<file path="config.mk">
export PLATFORM = sky130hd
export DESIGN_NAME = cpu_phase_sequencer
export DESIGN_NICKNAME = d
export VERILOG_FILES = /design/src/rtl/cpu_phase_sequencer_pkg.sv /design/src/rtl/cpu_phase_sequencer_phase_wait_timer.sv /design/src/rtl/cpu_phase_sequencer.sv
export SDC_FILE = /design/constraint.sdc
export NUM_CORES = 1
export LEC_CHECK = 0
export ABC_AREA = 1
export BUFFER_PORTS_ARGS = -buffer_cell sky130_fd_sc_hd__buf_2
export CELL_PAD_IN_SITES_DETAIL_PLACEMENT = 1
export CELL_PAD_IN_SITES_GLOBAL_PLACEMENT = 1
export CORE_MARGIN = 5
export CORE_UTILIZATION = 30
export DETAILED_ROUTE_END_ITERATION = 16
export PLACE_DENSITY_LB_ADDON = 0.2
export SYNTH_ARGS = -nofsm -noshare
export SYNTH_HDL_FRONTEND = slang
export SYNTH_SLANG_ARGS = --single-unit
</file>
<file path="constraint.sdc">
create_clock -name clk -period 2.45 [get_ports clk]
set_clock_uncertainty 0.15 [all_clocks]
set_input_delay 0.49 -clock clk [delete_from_list [all_inputs] [get_ports clk]]
set_output_delay 0.49 -clock clk [all_outputs]
set_load 0.02 [all_outputs]
</file>
<file path="src/rtl/cpu_phase_sequencer_pkg.sv">
// Shared definitions for the CPU phase sequencer.
// Contents:
//   state_t       - 4-bit encoding of the sequencer phases (also driven on state_o)
//   CPI_*         - cycles per instruction class with ROM/RAM latency 1/1
//   DEFAULT_CNT_W - default width of the cycle and retired-instruction counters
//   isBusyState   - true for any phase that belongs to an instruction in flight
package cpu_seq_pkg;

  typedef enum logic [3:0] {
    ST_IDLE       = 4'd0,
    ST_FETCH      = 4'd1,
    ST_FETCH_WAIT = 4'd2,
    ST_DECODE     = 4'd3,
    ST_EXECUTE    = 4'd4,
    ST_MEM        = 4'd5,
    ST_MEM_WAIT   = 4'd6,
    ST_WRITEBACK  = 4'd7,
    ST_HALTED     = 4'd8
  } state_t;

  localparam int CPI_ALU       = 5;
  localparam int CPI_BRANCH    = 5;
  localparam int CPI_STORE     = 6;
  localparam int CPI_LOAD      = 7;
  localparam int DEFAULT_CNT_W = 32;

  function automatic logic isBusyState(input state_t s);
    return (s != ST_IDLE) && (s != ST_HALTED);
  endfunction

endpackage

</file>
<file path="src/rtl/cpu_phase_sequencer_phase_wait_timer.sv">
// Wait-phase timer for the CPU phase sequencer.
// A 3-bit down counter that is loaded with a latency on entry to a wait
// phase and decremented once per cycle spent in that phase.
// Ports:
//   clk          - system clock
//   reset        - asynchronous active-low reset
//   i_load       - load i_loadValue into the counter
//   i_loadValue  - number of wait cycles (1..7)
//   i_dec        - decrement while the wait phase is active
//   o_done       - high in the final cycle of the wait phase
module phase_wait_timer (
  input  logic       clk,
  input  logic       reset,
  input  logic       i_load,
  input  logic [2:0] i_loadValue,
  input  logic       i_dec,
  output logic       o_done
);

  logic [2:0] r_count;

  always_ff @(posedge clk or negedge reset) begin
    if (!reset) begin
      r_count <= 3'd0;
    end else if (i_load) begin
      r_count <= i_loadValue;
    end else if (i_dec && (r_count != 3'd0)) begin
      r_count <= r_count - 3'd1;
    end
  end

  // The count equals the number of wait cycles still to go including the
  // current one, so the last cycle is the one where it reads 1.
  assign o_done = (r_count <= 3'd1);

endmodule

</file>
<file path="src/rtl/cpu_phase_sequencer.sv">
// Multi-cycle phase controller for the CPU datapath.
// Steps each instruction through FETCH, FETCH_WAIT, DECODE, EXECUTE, MEM,
// MEM_WAIT and WRITEBACK, and issues one-cycle strobes for instruction
// capture, RAM access, register write and PC update. Supports free-run and
// single-step operation, a sticky HALTED state, and saturating counters.
// Ports:
//   clk, reset        - clock, asynchronous active-low reset
//   run, step         - free-run enable, single-step request (IDLE only)
//   is_* , reg_write_req, branch_taken - decode/branch inputs (DECODE..WRITEBACK)
//   ir_load, ram_read_enable, ram_write_enable, reg_write_enable,
//   pc_increment, pc_load_target - single-cycle strobes
//   halted, busy, state_o        - status
//   cycle_count, instr_retired   - saturating counters
module cpu_phase_sequencer
  import cpu_seq_pkg::*;
#(
  parameter int ROM_LATENCY = 1,
  parameter int RAM_LATENCY = 1,
  parameter int CNT_W       = DEFAULT_CNT_W
) (
  input  logic             clk,
  input  logic             reset,
  input  logic             run,
  input  logic             step,
  input  logic             is_load,
  input  logic             is_store,
  input  logic             is_branch,
  input  logic             is_jump,
  input  logic             is_jr,
  input  logic             is_jal,
  input  logic             is_halt,
  input  logic             reg_write_req,
  input  logic             branch_taken,
  output logic             ir_load,
  output logic             ram_read_enable,
  output logic             ram_write_enable,
  output logic             reg_write_enable,
  output logic             pc_increment,
  output logic             pc_load_target,
  output logic             halted,
  output logic             busy,
  output logic [3:0]       state_o,
  output logic [CNT_W-1:0] cycle_count,
  output logic [CNT_W-1:0] instr_retired
);

  localparam logic [2:0]       ROM_LAT3 = 3'(ROM_LATENCY);
  localparam logic [2:0]       RAM_LAT3 = 3'(RAM_LATENCY);
  localparam logic [CNT_W-1:0] CNT_ONE  = {{(CNT_W-1){1'b0}}, 1'b1};

  state_t           r_state;
  state_t           w_nextState;
  logic             w_timerLoad;
  logic             w_timerDec;
  logic [2:0]       w_timerValue;
  logic             w_timerDone;
  logic [CNT_W-1:0] r_cycleCount;
  logic [CNT_W-1:0] r_instrRetired;

  // One timer serves both wait phases; it is reloaded with the matching
  // latency from FETCH or from MEM.
  phase_wait_timer u_waitTimer (
    .clk         (clk),
    .reset       (reset),
    .i_load      (w_timerLoad),
    .i_loadValue (w_timerValue),
    .i_dec       (w_timerDec),
    .o_done      (w_timerDone)
  );

  always_ff @(posedge clk or negedge reset) begin
    if (!reset) begin
      r_state <= ST_IDLE;
    end else begin
      r_state <= w_nextState;
    end
  end

  // Next-state logic. Zero-latency builds skip the wait phases entirely.
  // A load that is also flagged as a store is handled as a load.
  always_comb begin
    w_nextState  = r_state;
    w_timerLoad  = 1'b0;
    w_timerDec   = 1'b0;
    w_timerValue = (r_state == ST_FETCH) ? ROM_LAT3 : RAM_LAT3;
    case (r_state)
      ST_IDLE: begin
        if (run || step) w_nextState = ST_FETCH;
      end
      ST_FETCH: begin
        if (ROM_LATENCY == 0) begin
          w_nextState = ST_DECODE;
        end else begin
          w_nextState = ST_FETCH_WAIT;
          w_timerLoad = 1'b1;
        end
      end
      ST_FETCH_WAIT: begin
        w_timerDec = 1'b1;
        if (w_timerDone) w_nextState = ST_DECODE;
      end
      ST_DECODE: begin
        w_nextState = is_halt ? ST_HALTED : ST_EXECUTE;
      end
      ST_EXECUTE: begin
        w_nextState = (is_load || is_store) ? ST_MEM : ST_WRITEBACK;
      end
      ST_MEM: begin
        if (is_load && (RAM_LATENCY != 0)) begin
          w_nextState = ST_MEM_WAIT;
          w_timerLoad = 1'b1;
        end else begin
          w_nextState = ST_WRITEBACK;
        end
      end
      ST_MEM_WAIT: begin
        w_timerDec = 1'b1;
        if (w_timerDone) w_nextState = ST_WRITEBACK;
      end
      ST_WRITEBACK: begin
        w_nextState = run ? ST_FETCH : ST_IDLE;
      end
      ST_HALTED: begin
        w_nextState = ST_HALTED;
      end
      default: begin
        w_nextState = ST_IDLE;
      end
    endcase
  end

  // Strobes follow the registered state, so an asynchronous reset clears
  // them in the same cycle it is asserted.
  always_comb begin
    ir_load          = ((r_state == ST_FETCH_WAIT) && w_timerDone) ||
                       ((r_state == ST_FETCH) && (ROM_LATENCY == 0));
    ram_read_enable  = (r_state == ST_MEM) && is_load;
    ram_write_enable = (r_state == ST_MEM) && is_store && !is_load;
    reg_write_enable = (r_state == ST_WRITEBACK) && (reg_write_req || is_jal) && !is_store;
    pc_increment     = (r_state == ST_WRITEBACK);
    pc_load_target   = (r_state == ST_WRITEBACK) &&
                       (is_jr || is_jump || is_jal || (is_branch && branch_taken));
    halted           = (r_state == ST_HALTED);
    busy             = isBusyState(r_state);
    state_o          = r_state;
  end

  // Counters stop at all-ones instead of wrapping.
  always_ff @(posedge clk or negedge reset) begin
    if (!reset) begin
      r_cycleCount   <= '0;
      r_instrRetired <= '0;
    end else begin
      if (busy && (r_cycleCount != '1)) r_cycleCount <= r_cycleCount + CNT_ONE;
      if (pc_increment && (r_instrRetired != '1)) r_instrRetired <= r_instrRetired + CNT_ONE;
    end
  end

  assign cycle_count   = r_cycleCount;
  assign instr_retired = r_instrRetired;

endmodule

</file>
==> flow_summary.yaml, run 1 <==
cts:
  cts_buffer_depth: 2
  cts_root_buf: "clkbuf_16"
  cts.sinks: 71
  clk_latency_ns: 0.35
  cts_buffers: 9
  path_clk_slew_ns: 0.06
  cts_tree: "built"
  htreeDepth: 3
layout:
  area_growth_pct: 20.7
  antenna_cells: 0
  area.sequential_mm2: 0.00178
  post-route-cell-area_mm2: 0.00584
  layout-drive-gt1-share_pct: 15.9
  multi_input_area_mm2: 0.00269
  n_fill_cell: 2098
  fin_nets: 874
  instances_no_fill: 1077
  finish.utilization_pct: 36.9
critical_path:
  criticalPathCategory: "reg -> out"
  startpoint: "state_o[2]"
  crit_arrival_ns: 1.66
  path_cells: "inv_1 -> nor2_1 -> inv_1 -> nor2_4 -> inv_1 -> nor2_1 -> buf_2"
  worst-path-max-fanout: 4
  start_kind: "register"
  r2r_start: "state_o[2]"
  endpoint_kind: "primary output"
  worstPathRequired_ns: 1.81
  critPathSlowestCell: "dfrtp_1"
  r2r_slack_ns: 0.23
  slowest_delay_ns: 0.38
  endpoint: "reg_write_enable"
  worst-r2r-cell-count: 10
  regToRegEndpoint: "instr_retired[4]"
  crit_top_cell: "inv_1"
global_routing:
  grt_pass1_vias: 5437
  antenna_found_initial: 0
  grt-ovfl-total: 0
  grt_max_degree: 40
  grt_pass1_wl_um: 27000
  grt_usage_pct: 18.1
place:
  dpl.cell_count: 1058
  dpl-instance-area_mm2: 0.00548
  gp_congestion: 0.820
  dp_hpwl_um: 12400
  portBuffers: 88
status:
  status: "finished, final reports clean"
routing:
  postRouteAntennaNets: 0
  remaining_drc_errors: 0
  dr.pass1.iters: 4
  drtIter0Drc: 181
  routed_wl_um: 15900
  wire_per_inst_um: 14.8
  vias: 4973
  post_drt_via_cell_ratio: 4.62
floorplanning:
  die_h_um: 137
  ioPinCount: 89
  die_area_mm2: 0.0188
  chipWidth_um: 137
  core_area_mm2: 0.0158
  rows: 46
  initial_core_util_pct: 30.6
yosys:
  yosysTopAreaCellShare_pct: 36.7
  ys_seq_area_share_pct: 36.7
  synthesis.nets: 778
  ys_types: 28
  syn_avg_cell_area_um2: 6.36
  synth_top_cell_by_area: "dfrtp_1"
  synth.cell_area_mm2: 0.00484
  netlist_instances: 760
  yosys_warnings: 0
  synth_seq_cells: 71
  synth_area_leaders: "dfrtp_1 37%, nand2_1 29%, nor2_1 8.4%"
sta:
  min_period_ns: 2.30
  period_share_pct: 93.9
  rsz0062_at_grt: "false"
  worstMarginPinSlew_ns: 0.528
  finalMaxSlewViolations: 0
  setup_violations: 0
  fmax_mhz: 435
  fin_setup_tns_ns: 0
  relSlewSlack_pct: 64.8
  hold_violations: 0
power_and_ir_drop:
  powerDensity_mw_per_mm2: 710
  ir_drop_uv: 352
  power.leakage_nw: 2.92
flow_run:
  drv_cap: 0
hold_path:
  hold_class: "in -> reg"
  hold_path.startpoint: "is_halt"
[timing repair]
action,CTS,global route
buffers inserted,2,0
setup endpoints to repair,1,2
hold buffers,1,0
endpoints found under the hold margin,32,0
pin swaps,1,1
gates resized for setup,0,1
[cell usage after synthesis]
cell type / count
nand2_1: 376
nand2_8: 1
o211ai_1: 1
inv_6: 1
xnor2_1: 8
o21ai_0: 14
nor4_1: 1
a21oi_1: 4
xor2_1: 17
nor2_4: 5
or3_1: 1
nand4_1: 5
buf_6: 6
nor2_2: 1
buf_12: 1
o22ai_1: 4
inv_1: 66
nand2_4: 3
nor3_1: 2
inv_2: 2
nand2_2: 13
nand3_2: 1
buf_4: 3
o31ai_1: 1
ha_1: 5
dfrtp_1: 71
nor2_1: 108
nand3_1: 39
[routing by layer]
layer | share of wire [%] | GRT usage (%) | vias up
met5 | 0 | 0 | -
met4 | 1.6 | 5.82 | 0
met3 | 3.3 | 2.90 | 14
met2 | 49 | 31.9 | 71
met1 | 46 | 22.5 | 2376
li1 | - | - | 2512
[power by group]
part	internal (W)	switching, W	leakage, nW
combinational	0.000358	0.000881	1.80
clock	0.000889	0.000551	0.148
sequential	0.00130	0.000166	0.970
total	0.00254	0.00160	2.92
[worst min-delay path by stage]
stage	cells after the start	slack (ns)	endpoint
final	2	0.19	state_o[2]
after global routing	2	0.20	state_o[2]
after CTS	2	0.18	state_o[2]
after detailed placement	1	0.35	cycle_count[25]
after global placement	1	0.35	cycle_count[25]
after floorplan	0	0.04	cycle_count[0]
[flip-flops by register name (all words and copies together) (netlist names)]
signal and cells:
cycle_count 32, instr_retired 32, state_o 4, u_waitTimer.r_count 3
[layout by cell type (no fill, tap or decap), drive strengths merged, types with 8 or more instances in the layout]
| master | instances |
|---|---|
| clkbuf | 10 |
| nand3 | 40 |
| dfrtp | 71 |
| inv | 69 |
| o21ai | 14 |
| nor2 | 114 |
| xnor2 | 8 |
| nand2 | 393 |
| xor2 | 17 |
| buf | 94 |
[cell families (layout without fill, tap and decap cells)]
kind of cell	count (synthesis)	after routing	share of synthesized area [%]
buffers and inverters	79	180	7.74
and+or+nand+nor	556	556	47.0
xor gates and xnor gates	25	25	4.53
adders and majority gates	5	5	1.29
AOI/OAI and AO/OA	24	24	2.69
DFF	71	71	36.7
[through the flow]
step                      setup WS, ns  hold slack (ns)  total power (W)
after floorplan                  0.376           0.0444          0.00241
after global placement           0.309            0.346          0.00266
after detailed placement         0.215            0.347          0.00273
after CTS                        0.108            0.183          0.00421
after global routing         0.0000138            0.198          0.00439
final                            0.150            0.194          0.00414
[area by class of cell]
| type | instances | share of cell area (%) |
|---|---|---|
| Multi-Input combinational cell | 610 | 46.1 |
| Inverter | 69 | 4.52 |
| Clock inverter | 6 | 1.46 |
| Sequential cell | 71 | 30.4 |
| Tap cell | 216 | 4.63 |
| Timing Repair Buffer | 95 | 8.96 |
| Clock buffer | 10 | 3.92 |
[critical path, delay by kind of cell, from the launching register on]
| kind | cells | cell delay [ns] |
|---|---|---|
| buffers and inverters | 4 | 0.46 |
| flip-flops | 1 | 0.38 |
| AND/OR/NAND/NOR | 3 | 0.46 |
(Power assumes the default switching activity.)
==> run 2, diff against run 1 <==
--- a/config.mk
+++ b/config.mk
@@ -5,7 +5,6 @@
 export SDC_FILE = /design/constraint.sdc
 export NUM_CORES = 1
 export LEC_CHECK = 0
-export ABC_AREA = 1
 export BUFFER_PORTS_ARGS = -buffer_cell sky130_fd_sc_hd__buf_2
 export CELL_PAD_IN_SITES_DETAIL_PLACEMENT = 1
 export CELL_PAD_IN_SITES_GLOBAL_PLACEMENT = 1
==> run 2 against run 1 <==
  * Register-to-register slack got worse by 0.08 ns
  * Maximum frequency about the same
  * Global-route usage decreased by 3.4 points
  * Clock power decreased by 14%
  * First-iteration DRC count decreased by 35%
  * Routed wire length decreased by 39%
  * Clock-buffer cell count increased by 5
==> flow_summary.yaml, run 2 <==
status:
  status: "finished, final reports clean"
yosys:
  yosysMostFrequentCell: "dfrtp_1"
  synth_top_cell_by_area: "dfrtp_1"
  synth_area_leaders: "dfrtp_1 49%, xnor2_1 8.3%, xor2_1 6.8%"
  netlist_instances: 355
  async_flop_share_pct: 100
  synth_flop_cell: "dfrtp_1"
  synth_edf_count: 0
  synth_seq_cells: 71
  ys_seq_area_share_pct: 49.3
  syn_avg_cell_area_um2: 10.1
  yosys_warnings: 0
  yosysTopAreaCellShare_pct: 49.3
  synthTopCellsByCount: "71 x dfrtp_1, 34 x xnor2_1, 30 x nor2_1, 28 x xor2_1"
  synth.cell_area_mm2: 0.00360
  ys_types: 44
  synthesis.nets: 373
routing:
  vias: 3064
  routed_wl_um: 9760
  post_drt_via_cell_ratio: 4.95
  dr.pass1.iters: 4
  drtIter0Drc: 118
  wire_per_inst_um: 15.8
  postRouteAntennaNets: 0
  remaining_drc_errors: 0
cts:
  cts_buffers: 9
  clk_latency_ns: 0.33
  path_clk_slew_ns: 0.05
  cts.sinks: 71
  htreeDepth: 3
  cts_root_buf: "clkbuf_16"
  cts_buffer_depth: 2
  postCtsHoldBufs: 0
  cts_tree: "built"
  cts-resized-gates: 0
  postCtsSetupRepairBufs: 0
power_and_ir_drop:
  p_comb_share_pct: 27.7
  netSwitchingFraction_pct: 33.5
  power.switching_w: 0.00125
  ir_drop_uv: 414
  powerDensity_mw_per_mm2: 805
  power.leakage_nw: 2.33
  power.internal_w: 0.00249
  pwr-share-seq_pct: 39.1
  clkPwrFrac_pct: 33.2
sta:
  finalMaxSlewViolations: 0
  rsz0062_at_grt: "false"
  timing.final.ws_setup_ns: 0.150
  fin_setup_tns_ns: 0
  min_period_ns: 2.30
  worstMarginPinSlew_ns: 0.476
  setup_violations: 0
  hold_ws_ns: 0.0224
  fmax_mhz: 435
  hold_violations: 0
  relSlewSlack_pct: 67.9
  period_share_pct: 93.9
place:
  dpl-instance-area_mm2: 0.00436
  portBuffers: 88
  dpl.cell_count: 604
  gp_congestion: 0.762
  dp_hpwl_um: 7330
  post-place-ws_ns: 0.122
layout:
  layout-drive-gt1-share_pct: 28.8
  instances_no_fill: 619
  area_growth_pct: 29.0
  antenna_cells: 0
  post-route-cell-area_mm2: 0.00465
  fin_nets: 486
  layout_common_cells: "88 x buf_2, 71 x dfrtp_1, 34 x xnor2_1, 30 x nor2_1, 28 x xor2_1"
  n_fill_cell: 1411
  final_common_cell: "buf_2"
floorplanning:
  rows: 40
  die_area_mm2: 0.0143
  chipWidth_um: 120
  initial_core_util_pct: 30.2
  die_h_um: 120
  core_area_mm2: 0.0119
  ioPinCount: 89
global_routing:
  grt_pass1_vias: 3320
  grt_pass1_wl_um: 16800
  grt_usage_pct: 14.7
  grt-ovfl-total: 0
  antenna_found_initial: 0
  grt_max_degree: 72
hold_path:
  hold_class: "in -> async"
critical_path:
  criticalPathCategory: "reg -> reg"
  regToRegEndpoint: "cycle_count[1]"
  endpoint_kind: "register"
  r2r_start: "cycle_count[1]"
  worst-r2r-cell-count: 7
  path_cells: "ha_1 -> nand2_1 -> or4_4 -> nor4_4 -> buf_4 -> nor2_2 -> mux2_1"
  crit_arrival_ns: 2.36
  slowest_delay_ns: 0.47
  r2r_slack_ns: 0.15
  start_kind: "register"
  critPathSlowestCell: "or4_4"
  worstPathRequired_ns: 2.51
  worst-path-max-fanout: 8
flow_run:
  drv_cap: 0
## run 2: changes by cell type in the layout (fill, tap and decap cells not counted), sizes merged, moves of 5 or more
cell and change:
nor4 +10, xnor2 +26, nand4 +20, and3 +11, nand3 -15, xor2 +11, nand2 -368, nor2 -83
o21ai -12, nor3 +20, buf +17, clkbuf +5, inv -57
## run 2: stage by stage
stage / power, W / utilization, %
floorplan: 0.00214 / -
global placement: 0.00251 / 36.6
detailed placement: 0.00254 / 36.6
CTS: 0.00380 / 39.0
global route: 0.00397 / 39.0
finish: 0.00374 / 39.0
## run 2: how the worst max path moves through the flow
stage          slack (ns)         endpoint      startpoint  cells past startpoint
2_1_floorplan        0.07  cycle_count[16]  cycle_count[7]                      6
3_3_place_gp         0.21   cycle_count[1]  cycle_count[1]                      7
3_5_place_dp         0.12   cycle_count[1]  cycle_count[9]                      6
4_1_cts              0.11   cycle_count[1]  cycle_count[9]                      6
5_1_grt              0.01   cycle_count[1]  cycle_count[1]                      7
6_report             0.15   cycle_count[1]  cycle_count[1]                      7
## run 2: final cells by class
| type | count | area [µm²] | area share (%) |
|---|---|---|---|
| Clock buffer | 15 | 278 | 5.98 |
| Multi-Input combinational cell | 263 | 1740 | 37.4 |
| Tap cell | 147 | 184 | 3.96 |
| Sequential cell | 71 | 1780 | 38.2 |
| Inverter | 12 | 45.0 | 0.969 |
| Timing Repair Buffer | 111 | 626 | 13.5 |
## run 2: kinds of logic (layout without fill, tap and decap cells)
logic type,count (synthesis),in the layout,share of synthesized area [%]
AOI/OAI and AO/OA,16,16,3.34
buffers and inverters,21,138,2.54
adders and majority gates,5,5,1.74
DFF,71,71,49.3
xor gates and xnor gates,62,62,15.1
and+or+nand+nor,177,177,27.0
muxes,3,3,0.938
## run 2: metal layers
layer | GRT usage (%) | vias up | share of wire (%) | routed length (µm)
met4 | 6.30 | 0 | 2.1 | 206
met3 | 3.39 | 13 | 4.3 | 424
met5 | 0 | - | 0 | 0
li1 | - | 1479 | - | -
met2 | 23.8 | 64 | 46 | 4530
met1 | 18.8 | 1508 | 47 | 4600
## run 2: power groups by stage
| stage | Clock (W) | Combinational, W | Sequential (W) |
|---|---|---|---|
| 2_1_floorplan | 0 | 0.000541 | 0.00160 |
| 3_3_place_gp | 0 | 0.00103 | 0.00148 |
| 3_5_place_dp | 0 | 0.00105 | 0.00149 |
| 6_report | 0.00124 | 0.00103 | 0.00146 |
| 5_1_grt | 0.00133 | 0.00115 | 0.00149 |
| 4_1_cts | 0.00128 | 0.00106 | 0.00147 |
## run 2: worst max-delay path, delay by kind of cell, from the launching register on
kind	cells	cell delay, ns
adder cells (fa/ha/maj)	1	0.22
buffers and inverters	1	0.20
flip-flops	1	0.39
multiplexers	1	0.31
AND/OR/NAND/NOR	4	0.90
==> run 3, diff against run 2 <==
--- a/config.mk
+++ b/config.mk
@@ -12,6 +12,7 @@
 export CORE_UTILIZATION = 30
 export DETAILED_ROUTE_END_ITERATION = 16
 export PLACE_DENSITY_LB_ADDON = 0.2
+export REMOVE_ABC_BUFFERS = 1
 export SYNTH_ARGS = -nofsm -noshare
 export SYNTH_HDL_FRONTEND = slang
 export SYNTH_SLANG_ARGS = --single-unit
==> run 3 against run 2 <==
  * Total power rose by 0.92%
  * Flip-flop and latch count did not move
  * First-iteration DRC count rose by 6.8%
  * Largest power group unchanged
  * Non-clock buffer count fell by 1
  * Highest routed layer unchanged
  * Core utilization rose by 0.095 points
  * Critical path type unchanged
  * Sequential power barely moved
  * Register-to-register slack got worse by 0.05 ns
==> flow_summary.yaml, run 3 (synthesis results as in run 2) <==
status:
  status: "finished, final reports clean"
place:
  dpl.cell_count: 602
  dp_hpwl_um: 7190
  post-place-ws_ns: 0.0963
  portBuffers: 88
  gp_congestion: 0.778
floorplanning:
  rows: 40
  die_h_um: 120
  die_area_mm2: 0.0143
  core_area_mm2: 0.0119
  ioPinCount: 89
  initial_core_util_pct: 30.2
  chipWidth_um: 120
critical_path:
  endpoint_kind: "register"
  worst-path-max-fanout: 14
  crit_arrival_ns: 2.41
  critPathSlowestCell: "or4_4"
  worstPathRequired_ns: 2.51
  slowest_delay_ns: 0.47
  criticalPathCategory: "reg -> reg"
  start_kind: "register"
  path_cells: "ha_1 -> nand2_1 -> or4_4 -> nor4_4 -> buf_12 -> nor2_2 -> mux2_1"
global_routing:
  grt_pass1_vias: 3360
  grt_max_degree: 72
  grt_usage_pct: 14.5
  antenna_found_initial: 0
  grt-ovfl-total: 0
  grt_pass1_wl_um: 16600
power_and_ir_drop:
  powerDensity_mw_per_mm2: 810
  power.leakage_nw: 2.33
  finalPower_w: 0.00377
  ir_drop_uv: 286
sta:
  timing.final.ws_setup_ns: 0.0960
  rsz0062_at_grt: "false"
  hold_violations: 0
  worstMarginPinSlew_ns: 0.537
  fmax_mhz: 425
  period_share_pct: 96.1
  relSlewSlack_pct: 64.2
  fin_setup_tns_ns: 0
  finalMaxSlewViolations: 0
  min_period_ns: 2.35
  setup_violations: 0
cts:
  cts_buffer_depth: 2
  cts_buffers: 9
  path_clk_slew_ns: 0.05
  cts_root_buf: "clkbuf_16"
  clk_latency_ns: 0.33
  cts.sinks: 71
  htreeDepth: 3
  cts_tree: "built"
layout:
  layout-drive-gt1-share_pct: 28.9
  antenna_cells: 0
  finish.utilization_pct: 39.1
  instances_no_fill: 617
  layout_common_cells: "88 x buf_2, 71 x dfrtp_1, 34 x xnor2_1, 30 x nor2_1, 28 x xor2_1"
  final_common_cell: "buf_2"
  fin_nets: 485
  area_growth_pct: 29.4
routing:
  drtIter0Drc: 126
  dr.pass1.iters: 4
  vias: 3053
  postRouteAntennaNets: 0
  routed_wl_um: 9780
  post_drt_via_cell_ratio: 4.95
  wire_per_inst_um: 15.8
  remaining_drc_errors: 0
flow_run:
  drv_cap: 0
hold_path:
  hold_class: "in -> async"
run 3: cell count changes in the layout (fill, tap and decap cells not counted), sizes merged:
cell / delta
clkbuf: -1
buf: -1
run 3: repair_timing:
item,CTS,global route
setup buffers,0,1
endpoints found under the setup margin,0,2
hold buffers,0,0
resized for setup,0,1
run 3: layer usage:
metal | up-vias | GRT usage (%) | wire [µm]
met5 | - | 0 | 0
met4 | 0 | 5.58 | 170
met3 | 13 | 4.10 | 509
met2 | 61 | 23.3 | 4620
met1 | 1503 | 18.4 | 4470
li1 | 1476 | - | -
run 3: worst max-delay path: cells and delay by family, from the launching register on:
family,cells,cell delay (ns)
buffers and inverters,1,0.18
multiplexers,1,0.32
AND/OR/NAND/NOR,4,0.99
adder cells (fa/ha/maj),1,0.21
flip-flops,1,0.37
run 3: power breakdown:
| group | internal, W | leakage [nW] | switching, W |
|---|---|---|---|
| registers | 0.00131 | 0.964 | 0.000150 |
| logic | 0.000419 | 1.23 | 0.000636 |
| clock network | 0.000785 | 0.141 | 0.000469 |
| total | 0.00252 | 2.33 | 0.00125 |
run 3: layout make-up:
cell class,count,area (µm²)
sequential,71,1780
clock buffer,14,284
timing repair buffer,110,631
tap,147,184
fill,1382,7250
inverter,12,45.0
multi-input combinational,263,1740
run 3: worst paths after layout:
path                            startpoint           endpoint  cells after the start  slack, ns
hold / removal                       reset     cycle_count[4]                      2       0.03
setup reg to reg            cycle_count[1]     cycle_count[1]                      7        0.1
max in group asynchronous            reset  instr_retired[14]                      2       1.80
setup / recovery            cycle_count[1]     cycle_count[1]                      7        0.1
hold reg to reg            cycle_count[31]    cycle_count[31]                      1       0.33
min in group clk                   is_halt         state_o[3]                      3       0.28
run 3: metrics by stage:
stage | hold WS [ns] | instance area, µm²
2_1_floorplan | 0.0444 | 3550
4_1_cts | 0.0424 | 4650
3_3_place_gp | 0.323 | 4360
5_1_grt | 0.0627 | 4660
3_5_place_dp | 0.329 | 4360
6_report | 0.0260 | 4660
